## src/rtl/fetch_queue.sv

```systemverilog
// fetch_queue
//   Dual-issue fetch stage. Each cycle it may issue the (pcF1, pcF2) pair to a
//   1-cycle-latency instruction memory, then captures the returned instruction
//   pair together with its PCs in a DEPTH-entry FIFO that decode drains with
//   a valid/ready handshake. Issue is credit based: the in-flight pair counts
//   against FIFO space, so a correctly sequenced stream never overflows.
//
// Ports
//   clk, rst_n                  clock, synchronous active-low reset
//   pcF1, pcF2                  slot A / slot B PCs from the next-PC logic
//   flush                       redirect: drop buffered and in-flight pairs
//   fetch_hold                  PC logic must hold pcF1/pcF2 this cycle
//   imem_req                    memory read strobe
//   imem_addr_a, imem_addr_b    memory addresses (pass-through of pcF1/pcF2)
//   imem_rdata_a, imem_rdata_b  words for the addresses of the previous cycle
//   dec_valid, dec_ready        decode handshake
//   dec_pcA/instA/pcB/instB     head entry fields
//   err_overflow                sticky: push attempted while full
module fetch_queue #(
  parameter int          DEPTH    = 4,
  parameter logic [31:0] RESET_PC = 32'h0001_0000
) (
  input  logic        clk,
  input  logic        rst_n,
  input  logic [31:0] pcF1,
  input  logic [31:0] pcF2,
  input  logic        flush,
  output logic        fetch_hold,
  output logic        imem_req,
  output logic [31:0] imem_addr_a,
  output logic [31:0] imem_addr_b,
  input  logic [31:0] imem_rdata_a,
  input  logic [31:0] imem_rdata_b,
  output logic        dec_valid,
  input  logic        dec_ready,
  output logic [31:0] dec_pcA,
  output logic [31:0] dec_instA,
  output logic [31:0] dec_pcB,
  output logic [31:0] dec_instB,
  output logic        err_overflow
);

  localparam int            AW      = $clog2(DEPTH);
  localparam logic [AW:0]   DEPTH_C = (AW+1)'(DEPTH);
  localparam logic [AW:0]   CNT_ONE = (AW+1)'(1);
  localparam logic [AW-1:0] PTR_ONE = AW'(1);

  logic [AW:0]   count;
  logic [AW-1:0] wr_ptr;
  logic [AW-1:0] rd_ptr;
  logic          inflight;
  logic [31:0]   pend_pcA;
  logic [31:0]   pend_pcB;

  logic [31:0] st_pcA   [DEPTH];
  logic [31:0] st_instA [DEPTH];
  logic [31:0] st_pcB   [DEPTH];
  logic [31:0] st_instB [DEPTH];

  logic [AW:0] occ;
  logic        issue;
  logic        full;
  logic        push_req;
  logic        push;
  logic        pop;
  logic        overflow;

  // Occupancy includes the pair still in the memory pipeline; that credit is
  // what keeps the returning data from ever finding the FIFO full.
  assign occ   = count + {{AW{1'b0}}, inflight};
  assign issue = rst_n && !flush && (occ < DEPTH_C);

  assign fetch_hold  = !issue;
  assign imem_req    = issue;
  assign imem_addr_a = pcF1;
  assign imem_addr_b = pcF2;

  assign full      = (count == DEPTH_C);
  assign dec_valid = (count != '0);
  assign pop       = dec_valid && dec_ready && !flush;
  assign push_req  = inflight && !flush;
  // A pop in the same cycle frees the head slot, so a push at full is legal then.
  assign push      = push_req && (!full || pop);
  assign overflow  = push_req && full && !pop;

  assign dec_pcA   = st_pcA[rd_ptr];
  assign dec_instA = st_instA[rd_ptr];
  assign dec_pcB   = st_pcB[rd_ptr];
  assign dec_instB = st_instB[rd_ptr];

  always_ff @(posedge clk) begin
    if (!rst_n) begin
      count        <= '0;
      wr_ptr       <= '0;
      rd_ptr       <= '0;
      inflight     <= 1'b0;
      pend_pcA     <= RESET_PC;
      pend_pcB     <= RESET_PC;
      err_overflow <= 1'b0;
      for (int i = 0; i < DEPTH; i++) begin
        st_pcA[i]   <= RESET_PC;
        st_instA[i] <= '0;
        st_pcB[i]   <= RESET_PC;
        st_instB[i] <= '0;
      end
    end else if (flush) begin
      // Clearing inflight here is what discards the data returning next cycle.
      count    <= '0;
      wr_ptr   <= '0;
      rd_ptr   <= '0;
      inflight <= 1'b0;
    end else begin
      inflight <= issue;
      if (issue) begin
        pend_pcA <= pcF1;
        pend_pcB <= pcF2;
      end
      if (push) begin
        st_pcA[wr_ptr]   <= pend_pcA;
        st_instA[wr_ptr] <= imem_rdata_a;
        st_pcB[wr_ptr]   <= pend_pcB;
        st_instB[wr_ptr] <= imem_rdata_b;
        wr_ptr           <= wr_ptr + PTR_ONE;
      end
      if (pop) begin
        rd_ptr <= rd_ptr + PTR_ONE;
      end
      case ({push, pop})
        2'b10:   count <= count + CNT_ONE;
        2'b01:   count <= count - CNT_ONE;
        default: count <= count;
      endcase
      if (overflow) begin
        err_overflow <= 1'b1;
      end
    end
  end

endmodule

```

## config.mk

```make
export PLATFORM = sky130hd
export DESIGN_NAME = fetch_queue
export DESIGN_NICKNAME = d
export VERILOG_FILES = /design/src/rtl/fetch_queue.sv
export SDC_FILE = /design/constraint.sdc
export NUM_CORES = 1
export LEC_CHECK = 0
export CAP_MARGIN = 20
export CORE_MARGIN = 2
export CORE_UTILIZATION = 56
export CTS_CLUSTER_DIAMETER = 200
export DETAILED_ROUTE_END_ITERATION = 7
export HOLD_SLACK_MARGIN = 0.02
export PLACE_DENSITY = 0.8
export SLEW_MARGIN = 15
export SYNTH_ARGS = -nofsm -noshare
export SYNTH_HDL_FRONTEND = slang
export SYNTH_SLANG_ARGS = --single-unit
```

## constraint.sdc

```tcl
create_clock -name clk -period 31.5 [get_ports clk]
set_input_delay 3.15 -clock clk [delete_from_list [all_inputs] [get_ports clk]]
set_output_delay 3.15 -clock clk [all_outputs]
set_load 0.05 [all_outputs]
```

==> results of run 1 <==
## metal layers
metal  vias up  wire length [um]
li1       6575                 -
met1      7470             22000
met2       620             28100
met3        99              4540
met4         2              1610
met5         -                 7
## per-stage QoR
| step | hold slack (ns) | total power, uW | cell area, um^2 | util, % |
|---|---|---|---|---|
| after floorplan | 0.457 | 1010 | 24600 | - |
| after global placement | 0.468 | 1060 | 27800 | 64.2 |
| after detailed placement | 0.479 | 1060 | 27800 | 64.3 |
| after CTS | 0.490 | 1730 | 29700 | 68.6 |
| after global routing | 0.510 | 1770 | 29700 | 68.6 |
| final | 0.486 | 1730 | 29700 | 68.6 |
## state kept, by name, indices dropped and copies added (netlist names), named ones only
register      count
wr_ptr            2
inflight          1
pend_pcA         32
count             3
rd_ptr            2
pend_pcB         32
st_instB        128
st_pcB          128
st_instA        128
err_overflow      1
st_pcA          128
## power by group through the flow
stage	logic [uW]	clock network, uW	registers (uW)
after global routing	166	718	890
after detailed placement	159	0	904
after floorplan	100	0	905
after CTS	159	686	888
final	158	679	888
after global placement	157	0	901
## layout by cell type (no fill, tap or decap), drive strengths merged, types with 2 or more instances in the layout
cell type      instances
o21ai                 63
clkbuf                70
nor2                 374
buf                   24
a2111oi                2
nand3                  4
mux4                 128
xnor2                  4
nor3b                  2
nor2b                  4
and2                 106
nor4b                  2
edfxtp               512
clkdlybuf4s50        326
a21oi                  6
nand2b                 6
and3                  35
or3                    2
bufinv                 6
nor3                   3
clkinv                29
nand4                  2
nand2                196
inv                    5
dfxtp                 75
## layout make-up
| type | count | share of cell area [%] |
|---|---|---|
| well taps | 585 | 2.47 |
| flip-flops and latches | 587 | 56.9 |
| clock buffers | 70 | 5.18 |
| repair buffers | 350 | 11.7 |
| multi-input cells | 950 | 22.6 |
| inverters | 5 | 0.0632 |
| clock inverters | 35 | 1.11 |
## tightest hold or removal path, cell delays in order (launching register included)
cell	delay (ns)
dfxtp_1	0.33
nand2_1	0.06
o21ai_0	0.06
## worst paths after layout
path                     endpoint  cells past startpoint  slack, ns        start
hold / removal        pend_pcB[4]                      2       0.49  pend_pcB[4]
setup reg to reg  st_instB[2][26]                      6      27.58     inflight
hold reg to reg       pend_pcB[4]                      2       0.49  pend_pcB[4]
setup / recovery       fetch_hold                      6      22.32        flush
## cell families after synthesis
kind of cell | Yosys count
adder cells (fa/ha/maj) | 1
multiplexers | 128
XOR/XNOR | 5
flip-flops | 587
buffers and inverters | 189
AO/OA/AOI/OAI | 75
AND/OR/NAND/NOR | 741
==> impl_metrics.csv, run 1 <==
group,metric,value,unit
run_status,status,"finished clean",
power_and_ir_drop,p_per_area,58.1,nW/um^2
global_route,gr-total-overflow,0,
cts,cts_resized,0,
synthesis,synth_top_area_cell,"edfxtp_1",
power_and_ir_drop,leakage,0.0104,uW
die,start_util,56.9,%
synthesis,ys_warn_count,0,
cts,clockBufferDepth,3,
cts,clk_latency,0.61,ns
synthesis,synthAdderAreaFrac,0.0814,%
worst_setup_path,path_cells,"clkdlybuf4s50_1, nand2b_1, a21oi_4, buf_4, inv_1, clkdlybuf4s50_1",
worst_setup_path,cpLargestDelayFamily,"buffers and inverters",
sta,hold_violations,0,
drt,drc,0,
synthesis,synth_edf_count,512,
synthesis,yosys.area.top_type_share,62.5,%
worst_setup_path,path_common_cell,"clkdlybuf4s50_1",
final_layout,antenna_cells,0,
global_route,grt.total_usage,24.9,%
synthesis,synth.avg_cell_area,14.3,um^2
power_and_ir_drop,combPwrFrac,9.2,%
synthesis,synth-seq-cells,587,
sta,rsz0062_at_grt,"no",
final_layout,layout-drive-gt1-share,12.9,%
sta,max_slew_margin,26.0,%
synthesis,synth_most_common_cell,"edfxtp_1",
final_layout,layout-area-overhead-vs-synth,20.6,%
sta,period_needed,9.18,ns
sta,drv_slew,0,
worst_setup_path,worstPathArrival,6.03,ns
synthesis,synth.distinct_cells,42,
final_layout,n_fill_cell,2883,
worst_setup_path,start_kind,"input port",
final_layout,multi_input_area,6710,um^2
placement,dp_slack,22.31,ns
drt,wirelength,56300,um
drt,antenna_left,0,
cts,cts.reportedPaths.clkPinSlew,0.06,ns
drt,wl_per_cell,21.8,um
drt,drt_iter0_drc,1277,
global_route,antenna_found_initial,1,
worst_setup_path,crit_path_end_kind,"primary output",
placement,placed_cells,2477,
synthesis,syn_area,24600,um^2
worst_setup_path,worstPathMaxFanout,65,
worst_setup_path,crit_slowest_cell,"clkdlybuf4s50_1",
placement,dp_hpwl,31600,um
global_route,grt_max_degree,78,
synthesis,seq_area_frac_synth,68.6,%
placement,gp_congestion,0.757,
die,coreArea,43300,um^2
worst_setup_path,critPathKind,"in2out",
power_and_ir_drop,p_sw,401,uW
global_route,grt.met2_usage,42.1,%
cts,cts_num_sinks,587,
die,die_w,214,um
drt,via_count,14800,
cts,cts-hold-fix-buffers,0,
sta,finalSetupViolations,0,
sta,fin_setup_tns,0,ns
job,drv_cap,0,
cts,cts_max_level,2,
die,ios,328,
drt,drt_pass1_iterations,5,
die,die_h,214,um
global_route,grtUsageMet3,5.33,%
global_route,top_usage_layer,"met2",
global_route,grt_pass1_vias,15200,
synthesis,yosys.area_share.simple,13.3,%
synthesis,synth_top_family_by_area,"simple AND/OR/NAND/NOR gates",
power_and_ir_drop,power_frac_seq,51.5,%
synthesis,async_flop_share,0,%
global_route,grt_first_pass_wirelength,85000,um
power_and_ir_drop,internal_power,1320,uW
synthesis,synthTopCellsByArea,"edfxtp_1 62%, mux4_2 12%, dfxtp_1 6.1%",
sta,fin_skew,0.0143,ns
die,fp.dieArea,45600,um^2
final_layout,finalNonFillerCells,2582,
sta,max_freq,109,MHz
synthesis,netlist_top_cells_count,"512 x edfxtp_1, 373 x nor2_1, 195 x nand2_1",
power_and_ir_drop,p_clk_share,39.4,%
global_route,grt_util_met1,32.3,%
placement,port_buffers,327,
sta,final.period_utilization,29.2,%
final_layout,nNetsFinal,2083,
synthesis,synthCells,1726,
synthesis,synthesis.nets,1859,
sta,finalWorstSetupSlack,22.32,ns
power_and_ir_drop,irDropWorstVdd,0.0441,mV
synthesis,synth-compound-area-share,1.66,%
cts,cts_tree,"done",
worst_setup_path,crit_buf_inv,4,
synthesis,synthFlopType,"edfxtp_1",
die,fp-row-count,76,
power_and_ir_drop,swShare,23.2,%
drt,routed_via_density,5.72,
worst_setup_path,required,28.35,ns
worst_setup_path,slowest_delay,0.73,ns
cts,cts_buffers,56,
final_layout,register_area,16900,um^2
min_path,hp-class,"reg2reg",
sta,worst_pin_slew,1.11,ns
synthesis,muxShareOfSynthArea,11.7,%
cts,postCtsSetupBuffers,0,
cts,cts_root_buffer,"clkbuf_16",
synthesis,synth_xor_area_share,0.178,%
Note: power is estimated with default switching activity, not from simulation.
==> run 2: changes to the inputs <==
Settings changed: CORE_UTILIZATION 56 to 50, PLACE_DENSITY 0.8 to 0.75.
Clock period 31.5 ns to 7.8 ns, I/O delays scaled along.
==> impl_metrics.csv, run 2 (synthesis results as in run 1) <==
group,metric,value,unit
final_layout,nNetsFinal,2085,
die,fp-row-count,81,
sta,hold_violations,0,
final_layout,final_common_cell,"edfxtp_1",
die,fp.dieArea,51000,um^2
die,ios,328,
global_route,grt.total_usage,22.2,%
worst_setup_path,slowest_delay,0.88,ns
cts,postCtsSetupBuffers,0,
sta,fin_skew,0.0207,ns
run_status,status,"finished clean",
sta,worst_pin_slew,1.13,ns
placement,gp_congestion,0.737,
worst_setup_path,crit_slowest_cell,"clkdlybuf4s50_1",
drt,drc,0,
global_route,grt_pass1_vias,14800,
global_route,grtUsageMet3,4.64,%
worst_setup_path,cpLargestDelayFamily,"buffers and inverters",
final_layout,layout_common_cells,"512 x edfxtp_1, 373 x nor2_1, 326 x clkdlybuf4s50_1, 191 x nand2_1, 128 x mux4_2",
power_and_ir_drop,power_frac_seq,52.2,%
drt,routed_via_density,5.42,
placement,postPlaceCellArea,27900,um^2
cts,cts_num_sinks,587,
sta,rsz0062_at_grt,"no",
final_layout,fin_area,29800,um^2
cts,clockBufferDepth,3,
final_layout,layout-area-overhead-vs-synth,21.0,%
drt,wirelength,56200,um
cts,cts_root_buffer,"clkbuf_16",
job,drv_cap,0,
cts,cts_resized,0,
placement,dp_hpwl,31600,um
worst_setup_path,start_kind,"input port",
drt,wl_per_cell,21.1,um
sta,max_freq,214,MHz
power_and_ir_drop,p_clk_share,38.5,%
min_path,hp-class,"reg2reg",
power_and_ir_drop,p_per_area,231,nW/um^2
power_and_ir_drop,combPwrFrac,9.3,%
power_and_ir_drop,irDropWorstVdd,0.187,mV
cts,cts.reportedPaths.clkPinSlew,0.05,ns
die,die_w,226,um
global_route,grt_util_met1,29.2,%
worst_setup_path,path_cells,"buf_6, nand2b_1, a21oi_4, buf_12, clkdlybuf4s50_1",
drt,antenna_left,0,
global_route,antenna_found_initial,2,
sta,final.period_utilization,59.8,%
power_and_ir_drop,internal_power,5240,uW
cts,cts_tree,"done",
global_route,grt_first_pass_wirelength,84700,um
power_and_ir_drop,p_sw,1620,uW
die,die_h,226,um
sta,drv_slew,0,
power_and_ir_drop,swShare,23.6,%
worst_setup_path,crit_buf_inv,3,
cts,clk_latency,0.62,ns
global_route,grt_max_degree,108,
worst_setup_path,crit_path_end_kind,"primary output",
die,coreArea,48700,um^2
drt,drt_pass1_iterations,4,
sta,finalSetupViolations,0,
drt,via_count,14400,
worst_setup_path,worstPathArrival,3.89,ns
final_layout,final_util,61.1,%
sta,period_needed,4.67,ns
sta,max_slew_margin,25.0,%
drt,drt_iter0_drc,1148,
cts,cts_buffers,58,
global_route,grt.met2_usage,37.9,%
worst_setup_path,worstPathMaxFanout,107,
global_route,top_usage_layer,"met2",
final_layout,layout-drive-gt1-share,12.9,%
cts,cts-hold-fix-buffers,0,
final_layout,antenna_cells,0,
placement,port_buffers,327,
sta,fin_setup_tns,0,ns
global_route,gr-total-overflow,0,
die,start_util,50.5,%
cts,cts_max_level,2,
power_and_ir_drop,leakage,0.0103,uW
worst_setup_path,critPathKind,"in2out",
worst_setup_path,required,7.02,ns
run 2: per-layer routing:
layer  wire [um]  up-vias
met4        1150        4
met5          30        -
met3        4500       76
met2       28100      565
li1            -     6586
met1       22400     7207
run 2: stage by stage:
stage / hold WS (ns) / power, uW / instances / setup WS (ns)
6_report: 0.486 / 6860 / 2664 / 3.13
2_1_floorplan: 0.457 / 4060 / 1726 / 0.328
4_1_cts: 0.487 / 6900 / 2662 / 3.05
5_1_grt: 0.511 / 7060 / 2664 / 2.85
3_3_place_gp: 0.468 / 4280 / 2554 / 3.11
3_5_place_dp: 0.479 / 4290 / 2554 / 3.06
run 2: cell type report:
type                       instances  area, um^2
fill                            3647       19000
inverter                           5        18.8
clock buffer                      90        1680
sequential                       587       16900
timing repair buffer             350        3520
clock inverter                    18         121
tap                              664         831
multi-input combinational        950        6710
run 2: power by group through the flow:
stage / combinational [uW] / sequential (uW) / clock [uW]
6_report: 640 / 3580 / 2640
5_1_grt: 674 / 3590 / 2790
4_1_cts: 647 / 3580 / 2670
3_5_place_dp: 644 / 3650 / 0
3_3_place_gp: 642 / 3640 / 0
2_1_floorplan: 406 / 3650 / 0
run 2: worst reg2reg max path, stage by stage, from the launching register on:
cell and delay [ns]:
dfxtp_1 0.49, and2b_1 0.28, nand2_4 0.33, or3_4 0.61, nand2_4 0.65, buf_4 0.65
run 2: path summary, 6_finish.rpt:
kind,from,end,slack [ns],depth (start not counted)
worst min-delay path,pend_pcA[20],pend_pcA[20],0.49,2
worst max register to register,inflight,st_instB[2][21],4.40,5
worst min register to register,pend_pcA[20],pend_pcA[20],0.49,2
worst max-delay path,rst_n,imem_req,3.13,5
==> run 3: changes to the inputs <==
Clock period 7.8 ns to 4 ns, I/O delays scaled along.
==> impl_metrics.csv, run 3 (synthesis results as in run 1) <==
group,metric,value,unit
worst_setup_path,required,3.60,ns
worst_setup_path,critPathKind,"reg2out",
placement,postPlaceCellArea,28200,um^2
worst_setup_path,worstPathMaxFanout,29,
final_layout,final_common_cell,"edfxtp_1",
sta,fin_skew,0.0310,ns
cts,cts.reportedPaths.clkPinSlew,0.06,ns
worst_setup_path,worstPathArrival,3.04,ns
die,start_util,50.5,%
cts,cts_max_level,2,
cts,clockBufferDepth,3,
worst_setup_path,path_cells,"buf_12, mux4_2, clkdlybuf4s50_1",
global_route,grt_pass1_vias,15500,
die,fp.dieArea,51000,um^2
global_route,grt_max_degree,128,
run_status,status,"finished clean",
final_layout,final_util,61.8,%
drt,drc,0,
worst_setup_path,slowest_delay,0.81,ns
drt,via_count,14700,
sta,drv_slew,0,
power_and_ir_drop,p_per_area,452,nW/um^2
global_route,grt.total_usage,22.6,%
die,ios,328,
cts,cts_root_buffer,"clkbuf_16",
worst_setup_path,crit_path_end_kind,"primary output",
sta,fin_setup_tns,0,ns
sta,final.period_utilization,85.9,%
power_and_ir_drop,leakage,0.0105,uW
cts,postCtsSetupBuffers,0,
power_and_ir_drop,p_sw,3130,uW
die,die_h,226,um
cts,cts_buffers,57,
drt,wl_met3,4300,um
power_and_ir_drop,combPwrFrac,9.3,%
final_layout,layout-area-overhead-vs-synth,22.4,%
job,drv_cap,0,
final_layout,layout_common_cells,"512 x edfxtp_1, 373 x nor2_1, 326 x clkdlybuf4s50_1, 191 x nand2_1, 128 x mux4_2",
sta,rsz0062_at_grt,"no",
power_and_ir_drop,p_clk_share,39.4,%
sta,period_needed,3.44,ns
global_route,antenna_found_initial,1,
drt,drt_pass1_iterations,5,
sta,worst_pin_slew,0.901,ns
cts,cts-hold-fix-buffers,0,
die,fp-row-count,81,
power_and_ir_drop,swShare,23.0,%
drt,dr_wl_met2,29000,um
drt,antenna_left,0,
die,die_w,226,um
drt,routed_via_density,5.50,
final_layout,fin_area,30100,um^2
placement,port_buffers,327,
drt,drt_iter0_drc,1193,
sta,max_freq,291,MHz
worst_setup_path,start_kind,"flop",
drt,wirelength,57200,um
power_and_ir_drop,power_frac_seq,51.3,%
drt,wl_per_cell,21.4,um
final_layout,nNetsFinal,2097,
cts,clk_latency,0.61,ns
sta,whs,0.174,ns
sta,hold_violations,0,
die,coreArea,48700,um^2
power_and_ir_drop,p_total,13600,uW
global_route,gr-total-overflow,0,
worst_setup_path,crit_slowest_cell,"dfxtp_4",
min_path,hp-class,"in2reg",
sta,finalSetupViolations,0,
final_layout,layout-drive-gt1-share,13.2,%
sta,max_slew_margin,39.9,%
power_and_ir_drop,irDropWorstVdd,0.325,mV
cts,cts_num_sinks,587,
global_route,grt_first_pass_wirelength,86700,um
final_layout,antenna_cells,0,
placement,dp_hpwl,32500,um
final_layout,n_fill_cell,3628,
cts,cts_tree,"done",
drt,top_layer,"met5",
drt,wl_met1,22500,um
power_and_ir_drop,internal_power,10500,uW
placement,gp_congestion,0.753,
cts,cts_resized,0,
run 3: path summary, 6_finish.rpt:
kind	cells past startpoint	startpoint	endpoint	slack [ns]
setup / recovery	3	flop	dec_pcB[10]	0.56
setup reg to reg	5	count[0]	st_instA[1][20]	1.61
hold / removal	2	rst_n	st_pcB[3][4]	0.17
hold reg to reg	2	pend_pcB[9]	pend_pcB[9]	0.49
run 3: area by class of cell:
class | count | area (um^2) | share of cell area (%)
multi-input combinational | 950 | 6740 | 22.4
sequential | 587 | 16900 | 56.1
timing repair buffer | 363 | 3770 | 12.5
tap | 664 | 831 | 2.76
clock buffer | 89 | 1650 | 5.47
clock inverter | 18 | 226 | 0.752
inverter | 5 | 18.8 | 0.0623
run 3: routing by layer:
layer	vias up	GRT usage [%]
met2	610	39.0
li1	6608	-
met3	93	4.29
met4	2	6.45
met1	7396	29.2
met5	-	0
run 3: power by group through the flow:
| stage | logic (uW) | registers, uW | clock network [uW] |
|---|---|---|---|
| 2_1_floorplan | 793 | 7090 | 0 |
| 3_3_place_gp | 1270 | 7100 | 0 |
| 3_5_place_dp | 1280 | 7120 | 0 |
| 4_1_cts | 1280 | 6990 | 5440 |
| 5_1_grt | 1340 | 7010 | 5650 |
| 6_report | 1270 | 6990 | 5360 |
run 3: critical path: cells and delay by family, from the launching register on:
family | cells | cell delay, ns
buf+inv | 2 | 1.03
flops | 1 | 0.81
mux | 1 | 0.57
run 3: per-stage QoR:
step	setup slack, ns	instances
after floorplan	0.608	1726
after global placement	1.13	2569
after detailed placement	1.12	2569
after CTS	0.474	2676
after global routing	0.394	2676
final	0.564	2676
